==> src/rtl/fpau_sqrt_pkg.sv <==
// Shared constants and arithmetic primitives for the significand square-root datapath.
// Holds the FSM encoding, iteration count and the 26-bit two's-complement/adder cells.
package fpau_sqrt_pkg;

  localparam logic [1:0] S_IDLE = 2'd0;
  localparam logic [1:0] S_CALC = 2'd1;
  localparam logic [1:0] S_DONE = 2'd2;

  localparam int SQRT_ITER = 24;
  localparam int RAD_W     = 48;
  localparam int REM_W     = 26;

  function automatic logic [REM_W-1:0] tc26(input logic [REM_W-1:0] a);
    return ~a + REM_W'(1);
  endfunction

  // Result carries the adder carry-out in its MSB.
  function automatic logic [REM_W:0] adder26(input logic [REM_W-1:0] a,
                                             input logic [REM_W-1:0] b);
    return {1'b0, a} + {1'b0, b};
  endfunction

endpackage

==> src/rtl/sqrt_mant_iter_if.sv <==
// Request/result bundle between the unpack stage and the square-root engine.
interface sqrt_mant_iter_if #(parameter int WIDTH = 24);
  logic             start;
  logic [WIDTH-1:0] mant_in;
  logic             exp_odd;
  logic             busy;
  logic             done;
  logic [WIDTH-1:0] root;
  logic             sticky;

  modport master (output start, mant_in, exp_odd,
                  input  busy, done, root, sticky);
  modport slave  (input  start, mant_in, exp_odd,
                  output busy, done, root, sticky);
endinterface

==> src/rtl/sqrt_mant_iter_step.sv <==
// One restoring square-root iteration: trial-subtract {Q,01} from the shifted remainder.
// Purely combinational; the carry-out of T + tc(D) is the "non-negative" decision.
module sqrt_step
  import fpau_sqrt_pkg::*;
(
  input  logic [REM_W-3:0] rem,
  input  logic [1:0]       rad_bits,
  input  logic [REM_W-3:0] q,
  output logic [REM_W-1:0] rem_next,
  output logic             root_bit
);

  logic [REM_W-1:0] t;
  logic [REM_W-1:0] d;
  logic [REM_W:0]   sum;

  assign t        = {rem, rad_bits};
  assign d        = {q, 2'b01};
  assign sum      = adder26(t, tc26(d));
  assign root_bit = sum[REM_W];
  assign rem_next = root_bit ? sum[REM_W-1:0] : t;

endmodule

==> src/rtl/sqrt_mant_iter.sv <==
// Sequential restoring square root of a 24-bit significand, one root bit per cycle.
// done pulses 24 edges after the start edge; root/sticky hold until the next completion.
module sqrt_mant_iter
  import fpau_sqrt_pkg::*;
#(
  parameter int WIDTH = 24,
  parameter int CNT_W = 5
)(
  input  logic             clk,
  input  logic             rst,
  sqrt_mant_iter_if.slave  bus
);

  logic [1:0]       state;
  logic [RAD_W-1:0] rad;
  logic [REM_W-1:0] rem;
  logic [WIDTH-1:0] q;
  logic [CNT_W-1:0] cnt;
  logic [WIDTH-1:0] root_r;
  logic             sticky_r;

  logic [REM_W-1:0] rem_next;
  logic             root_bit;
  logic [WIDTH-1:0] q_next;

  // Before the last iteration the remainder is below 2^24, so only its low bits feed T.
  sqrt_step u_step (
    .rem      (rem[REM_W-3:0]),
    .rad_bits (rad[RAD_W-1:RAD_W-2]),
    .q        (q),
    .rem_next (rem_next),
    .root_bit (root_bit)
  );

  assign q_next = {q[WIDTH-2:0], root_bit};

  always_ff @(posedge clk or posedge rst) begin
    if (rst) begin
      state    <= S_IDLE;
      rad      <= '0;
      rem      <= '0;
      q        <= '0;
      cnt      <= '0;
      root_r   <= '0;
      sticky_r <= 1'b0;
    end else begin
      case (state)
        S_IDLE: begin
          if (bus.start) begin
            // Odd exponent: radicand pre-doubled so the result exponent halves cleanly.
            rad   <= bus.exp_odd ? {bus.mant_in, {WIDTH{1'b0}}}
                                 : {1'b0, bus.mant_in, {(WIDTH-1){1'b0}}};
            rem   <= '0;
            q     <= '0;
            cnt   <= '0;
            state <= S_CALC;
          end
        end
        S_CALC: begin
          rem <= rem_next;
          q   <= q_next;
          rad <= {rad[RAD_W-3:0], 2'b00};
          cnt <= cnt + CNT_W'(1);
          if (cnt == CNT_W'(SQRT_ITER - 1)) begin
            state    <= S_DONE;
            root_r   <= q_next;
            sticky_r <= |rem_next;
          end
        end
        S_DONE:  state <= S_IDLE;
        default: state <= S_IDLE;
      endcase
    end
  end

  assign bus.busy   = (state != S_IDLE);
  assign bus.done   = (state == S_DONE);
  assign bus.root   = root_r;
  assign bus.sticky = sticky_r;

endmodule

==> src/flat_wrapper.sv <==
// flat-port wrapper written by rule: the top's interface ports become plain ports
module sqrt_mant_iter_flat import fpau_sqrt_pkg::*;
#(
  parameter int WIDTH = 24,
  parameter int CNT_W = 5
)
  (clk, rst, bus_start, bus_mant_in, bus_exp_odd, bus_busy, bus_done, bus_root, bus_sticky);
  sqrt_mant_iter_if #(.WIDTH(WIDTH)) bus_i ();
  input  logic clk;
  input  logic rst;
  input wire logic [$bits(bus_i.start)-1:0] bus_start;
  input wire logic [$bits(bus_i.mant_in)-1:0] bus_mant_in;
  input wire logic [$bits(bus_i.exp_odd)-1:0] bus_exp_odd;
  output wire logic [$bits(bus_i.busy)-1:0] bus_busy;
  output wire logic [$bits(bus_i.done)-1:0] bus_done;
  output wire logic [$bits(bus_i.root)-1:0] bus_root;
  output wire logic [$bits(bus_i.sticky)-1:0] bus_sticky;
  assign bus_i.start = bus_start;
  assign bus_i.mant_in = bus_mant_in;
  assign bus_i.exp_odd = bus_exp_odd;
  assign bus_busy = bus_i.busy;
  assign bus_done = bus_i.done;
  assign bus_root = bus_i.root;
  assign bus_sticky = bus_i.sticky;
  sqrt_mant_iter #(.WIDTH(WIDTH), .CNT_W(CNT_W)) u_core (.clk(clk), .rst(rst), .bus(bus_i));
endmodule
==> config.mk <==
export PLATFORM = sky130hd
export DESIGN_NAME = sqrt_mant_iter_flat
export DESIGN_NICKNAME = d
export VERILOG_FILES = /design/src/rtl/fpau_sqrt_pkg.sv /design/src/rtl/sqrt_mant_iter_if.sv /design/src/rtl/sqrt_mant_iter_step.sv /design/src/rtl/sqrt_mant_iter.sv /design/src/flat_wrapper.sv
export SDC_FILE = /design/constraint.sdc
export NUM_CORES = 1
export LEC_CHECK = 0
export BUFFER_PORTS_ARGS = -buffer_cell sky130_fd_sc_hd__buf_2
export CORE_MARGIN = 2
export CORE_UTILIZATION = 36
export CTS_CLUSTER_DIAMETER = 50
export DETAILED_ROUTE_END_ITERATION = 8
export PLACE_DENSITY_LB_ADDON = 0.25
export SLEW_MARGIN = 30
export SYNTH_ARGS = -nofsm -noshare
export SYNTH_HDL_FRONTEND = slang
export SYNTH_SLANG_ARGS = --single-unit
==> constraint.sdc <==
create_clock -name clk -period 3.2 [get_ports clk]
set_input_delay 0.64 -clock clk [delete_from_list [all_inputs] [get_ports clk]]
set_output_delay 0.64 -clock clk [all_outputs]
set_load 0.02 [all_outputs]
==> flow_summary.toml, run 1 <==
[status]
status = "finished clean"

[placed_design]
place.gp.congestion = 0.933
dpl.hpwl_um = 11000
io_buffers = 54
placedCellCount = 937

[sta]
fin_crit_sh_pct = 94.5
worst_pin_slew_ns = 0.697
finalMaxSlewViolations = 0
max_freq_mhz = 331
fin_skew_ns = 0.0101
tns_ns = 0
min_period_ns = 3.03
final_hold_viol_count = 0
slew_headroom_pct = 53.5
finalSetupViolations = 0

[critical_path]
end_kind = "flip-flop"
crit_arrival_ns = 3.26
startpoint_type = "flip-flop"
cp_data_required_time_ns = 3.43
worstPathCellList = "inv_1 > ha_2 > inv_2 > o21ai_4 > a31oi_1 > or4_4 > o21ai_4 > mux2i_1 > o2111ai_1 > nor4_2 > a31oi_1"
critPathKind = "flip-flop to flip-flop"
cpMaxStageDelayCell = "or4_4"
max_stage_delay_ns = 0.56
cp_max_fo = 6

[synth]
syn_inst = 682
syn_area_um2 = 6170
synth_top_area_share_pct = 42.6
synth-edff-count = 0
async_flop_share_pct = 100
synthesis.nets = 736
synth_seq_cells = 105
synthFlopType = "dfrtp_1"
yosysSeqAreaShare_pct = 42.6
netlist_top_cells_area = "dfrtp_1, o21ai_0, ha_1"
ys_warn_count = 0
syn_avg_cell_area_um2 = 9.04
synth_cell_type_count = 58
synth_top_area_cell = "dfrtp_1"

[global_route]
grt_pass1_vias = 5031
grt_max_degree = 59
grt_overflow = 0
track_usage_pct = 17.2
grt_pass1_wl_um = 25400
antenna_found_initial = 0

[cts]
worstSkewPairLatency_ns = 0.35
post-cts-setup-buffers = 0
cts_made_buffers = 9
cts_num_sinks = 105
path_clk_slew_ns = 0.08
hold_buffers = 0
cts_tree = "built"
clk_path_buf_depth = 2
root_buffer = "clkbuf_16"
ctsResizeCount = 0
htreeDepth = 3

[layout]
drive_above_1_share_pct = 18.6
final_util_pct = 42.3
finalNetCount = 782
n_fill_cell = 1641
regArea_um2 = 2630
multiInputGateArea_um2 = 3290
syn_to_final_growth_pct = 14.3
fin_cells = 953
antenna_cells = 0

[routing]
vias = 5102
avgRoutedWirePerCell_um = 15.7
drtPass1Iterations = 4
wl_um = 14900
drt_iter0_drc = 386
vias_per_cell = 5.35
ant_nets = 0
drc_errors = 0

[floorplanning]
dieWidth_um = 135
die_h_um = 135
die_area_um2 = 18200
io_pins = 55
start_util_pct = 37.0
num_rows = 47
core_area_um2 = 16600

[worst_hold_path]
hold_path_class = "primary input to asynchronous set/reset pin"

[job]
cap_violations = 0
## flip-flops by register name, indices dropped and copies added, names as in the netlist
register	flops
u_core.rem	24
u_core.q	24
u_core.bus.sticky	1
u_core.rad	25
u_core.cnt	5
u_core.state	2
u_core.bus.root	24
## placed cells by master (no fill, tap or decap), types with 22 or more instances in the layout
cell type / n
mux2i_1: 30
a22oi_1: 22
o21ai_0: 81
dfrtp_1: 105
nand2_1: 73
mux2_2: 23
a21oi_1: 63
buf_2: 54
nor2_1: 53
ha_1: 24
inv_1: 36
## per-layer routing
metal	wire length (µm)	vias up	track usage, %	share of wire (%)
met5	0	-	0	0
met4	276	0	5.15	1.8
met3	686	23	3.42	4.6
met2	6650	106	26.6	45
met1	7320	2453	24.5	49
li1	-	2520	-	-
## critical path: cells and delay by family, from the launching register on
family | cells | cell delay [ns]
buffers and inverters | 2 | 0.18
muxes | 1 | 0.29
AOI/OAI and AO/OA | 5 | 0.79
adders and majority gates | 1 | 0.40
and+or+nand+nor | 2 | 0.83
DFF | 1 | 0.40
## cell type report
cell class / count / share of cell area, %
multi-input combinational: 503 / 46.7
inverter: 38 / 2.08
clock inverter: 6 / 0.799
clock buffer: 10 / 3.39
sequential: 105 / 37.3
tap: 220 / 3.91
timing repair buffer: 71 / 5.82
## metrics by stage
step / cell area [µm²] / setup slack, ns / hold WS, ns
2_1_floorplan: 6170 / 0.432 / 0.444
3_3_place_gp: 6720 / 0.232 / 0.464
3_5_place_dp: 6720 / 0.164 / 0.466
4_1_cts: 7020 / 0.134 / 0.321
5_1_grt: 7050 / -0.00527 / 0.338
6_report: 7050 / 0.175 / 0.311
## synthesized netlist by cell type, drive strengths merged, types with 3 or more instances
master,count
a211oi,5
a21o,7
a21oi,65
a22o,3
a22oi,22
a31oi,5
and3,4
buf,10
clkbuf,26
dfrtp,105
ha,26
inv,38
mux2,23
mux2i,31
nand2,73
nand2b,5
nand3,4
nand4,9
nor2,54
nor3,7
nor4,5
o211ai,5
o21a,3
o21ai,94
or3,3
xnor2,16
xor2,9
## cells by family (layout without fill, tap and decap cells)
family	after synthesis	after routing	synth area share, %
and+or+nand+nor	175	175	13.2
xor gates and xnor gates	25	25	3.55
AOI/OAI and AO/OA	223	223	21.4
DFF	105	105	42.6
muxes	54	54	9.23
buffers and inverters	74	125	4.71
adders and majority gates	26	26	5.28
## path summary, 6_finish.rpt
path	startpoint	endpoint	slack [ns]	cells past startpoint
max in group asynchronous	rst	u_core.q[4]	2.18	3
min in group clk	u_core.rad[23]	u_core.rad[23]	0.48	2
min	rst	u_core.q[0]	0.31	2
max	u_core.q[14]	u_core.bus.sticky	0.17	11
max reg2reg	u_core.q[14]	u_core.bus.sticky	0.17	11
min reg2reg	u_core.rad[23]	u_core.rad[23]	0.48	2
Power of run 1 is left out: the tool's default activity adds up to more than one toggle a clock period on the data nets, which glitch-free logic cannot reach.
==> inputs of run 2 (changes only) <==
--- a/config.mk
+++ b/config.mk
@@ -5,7 +5,7 @@
 export SDC_FILE = /design/constraint.sdc
 export NUM_CORES = 1
 export LEC_CHECK = 0
-export BUFFER_PORTS_ARGS = -buffer_cell sky130_fd_sc_hd__buf_2
+export BUFFER_PORTS_ARGS = -buffer_cell sky130_fd_sc_hd__clkbuf_2
 export CORE_MARGIN = 2
 export CORE_UTILIZATION = 36
 export CTS_CLUSTER_DIAMETER = 50
==> constraint.sdc (replaced) <==
create_clock -name clk -period 3.11 [get_ports clk]
set_input_delay 0.622 -clock clk [delete_from_list [all_inputs] [get_ports clk]]
set_output_delay 0.622 -clock clk [all_outputs]
set_load 0.02 [all_outputs]
==> run 2 against run 1 <==
Critical path depth shrank 1. Hold slack gained 0.044 ns. Final area grew 1.6%. Via count grew 1.8%. Clock skew shrank 0.0016 ns. Die area is the same. Non-clock buffer count grew 10. Cell count grew 0.94%. Global-route usage grew 0.14 points. Count of clock-buffer cells in the layout shrank 1. Core utilization grew 0.68 points. Flip-flop and latch count is the same. Largest cell class unchanged. Highest routed layer unchanged.
==> flow_summary.toml, run 2 (synthesized netlist as in run 1, its figures left out) <==
[sta]
fin_crit_sh_pct = 97.0
final_hold_viol_count = 0
fin_skew_ns = 0.00849
tns_ns = 0
min_period_ns = 3.02
max_freq_mhz = 332
hold_slack_ns = 0.355
finalMaxSlewViolations = 0
finalSetupViolations = 0
worst_pin_slew_ns = 0.774
slew_headroom_pct = 48.4

[critical_path]
cp_max_fo = 4
crit_arrival_ns = 3.25
worstPathCellList = "ha_2 > o211ai_1 > o21ai_2 > a211oi_2 > o21ai_0 > xor2_1 > mux2i_2 > o2111ai_1 > nor4_2 > a31oi_1"
cpMaxStageDelayCell = "o21ai_0"
cp_data_required_time_ns = 3.34
path_buf_inv = 0
startpoint_type = "flip-flop"
end_kind = "flip-flop"
cp_top_family = "compound AO/OA/AOI/OAI gates"
critPathKind = "flip-flop to flip-flop"
max_stage_delay_ns = 0.48

[job]
cap_violations = 0

[routing]
avgRoutedWirePerCell_um = 15.9
vias = 5195
vias_per_cell = 5.40
ant_nets = 0
drtPass1Iterations = 5
drt_iter0_drc = 313
drc_errors = 0
wl_um = 15300

[cts]
cts_made_buffers = 9
cts_tree = "built"
clk_path_buf_depth = 2
root_buffer = "clkbuf_16"
path_clk_slew_ns = 0.08
hold_buffers = 0
htreeDepth = 3
worstSkewPairLatency_ns = 0.35
cts_num_sinks = 105

[floorplanning]
start_util_pct = 37.0
die_area_um2 = 18200
io_pins = 55
core_area_um2 = 16600
num_rows = 47
dieWidth_um = 135
die_h_um = 135

[layout]
antenna_cells = 0
largest_reg_flops = 25
drive_above_1_share_pct = 20.6
regMostFlops = "u_core.rad"
final_cell_mix = "dfrtp_1, o21ai_0, nand2_1"
layout_commonest_cell = "dfrtp_1"
finalNetCount = 792
syn_to_final_growth_pct = 16.1

[global_route]
track_usage_pct = 17.4
grt_max_degree = 50
grt_pass1_vias = 5059
grt_overflow = 0
grt_pass1_wl_um = 25500
antenna_found_initial = 0

[worst_hold_path]
hold_path_class = "primary input to asynchronous set/reset pin"

[status]
status = "finished clean"

[placed_design]
dpl.hpwl_um = 11100
io_buffers = 54
place.gp.congestion = 0.953
-- run 2: changes by cell type in the layout (fill, tap and decap cells not counted), moves of 2 or more --
cell	change
clkbuf_2	+54
ha_4	+3
ha_1	-3
buf_2	-54
inv_6	-2
clkinv_4	+2
o21ai_1	-2
buf_4	+11
-- run 2: worst paths after layout --
kind	slack, ns	cells past startpoint	start	endpoint
setup / recovery	0.09	10	u_core.rem[2]	u_core.bus.sticky
hold / removal	0.36	2	rst	u_core.bus.root[0]
setup reg to reg	0.09	10	u_core.rem[2]	u_core.bus.sticky
hold reg to reg	0.49	2	u_core.q[23]	u_core.q[23]
max in group asynchronous	1.90	3	rst	u_core.rad[28]
min in group clk	0.49	2	u_core.q[23]	u_core.q[23]
-- run 2: cell type report --
type / count / area [µm²]
inverters: 38 / 146
repair buffers: 81 / 473
flip-flops and latches: 105 / 2630
fillers: 1622 / 9480
well taps: 220 / 275
clock inverters: 6 / 52.6
clock buffers: 9 / 225
multi-input cells: 503 / 3360
-- run 2: timing repair --
action                     in CTS  in global routing
setup endpoints to repair       0                  1
setup buffers                   0                  3
gates resized for setup         0                 18
-- run 2: worst register-to-register path, stage by stage (launching register included) --
cell       delay (ns)
dfrtp_1          0.42
ha_2             0.39
o211ai_1         0.14
o21ai_2          0.36
a211oi_2         0.15
o21ai_0          0.48
xor2_1           0.16
mux2i_2          0.24
o2111ai_1        0.17
nor4_2           0.26
a31oi_1          0.12
-- run 2: routing by layer --
| metal | routed length [µm] | vias to the layer above | GRT usage (%) |
|---|---|---|---|
| li1 | - | 2541 | - |
| met5 | 0 | - | 0 |
| met4 | 162 | 0 | 4.39 |
| met2 | 6970 | 109 | 27.3 |
| met1 | 7550 | 2529 | 24.9 |
| met3 | 659 | 16 | 3.04 |
-- run 2: metrics by stage --
| step | utilization (%) | worst slack (ns) | std cells | instance area [µm²] |
|---|---|---|---|---|
| after floorplan | - | 0.342 | 682 | 6170 |
| after global placement | 40.6 | 0.0711 | 944 | 6760 |
| after detailed placement | 40.6 | 0.0694 | 944 | 6760 |
| after CTS | 42.3 | 0.0473 | 959 | 7040 |
| after global routing | 43.0 | -0.0146 | 962 | 7160 |
| final | 43.0 | 0.0938 | 962 | 7160 |
Power of run 2 is left out for the same reason.
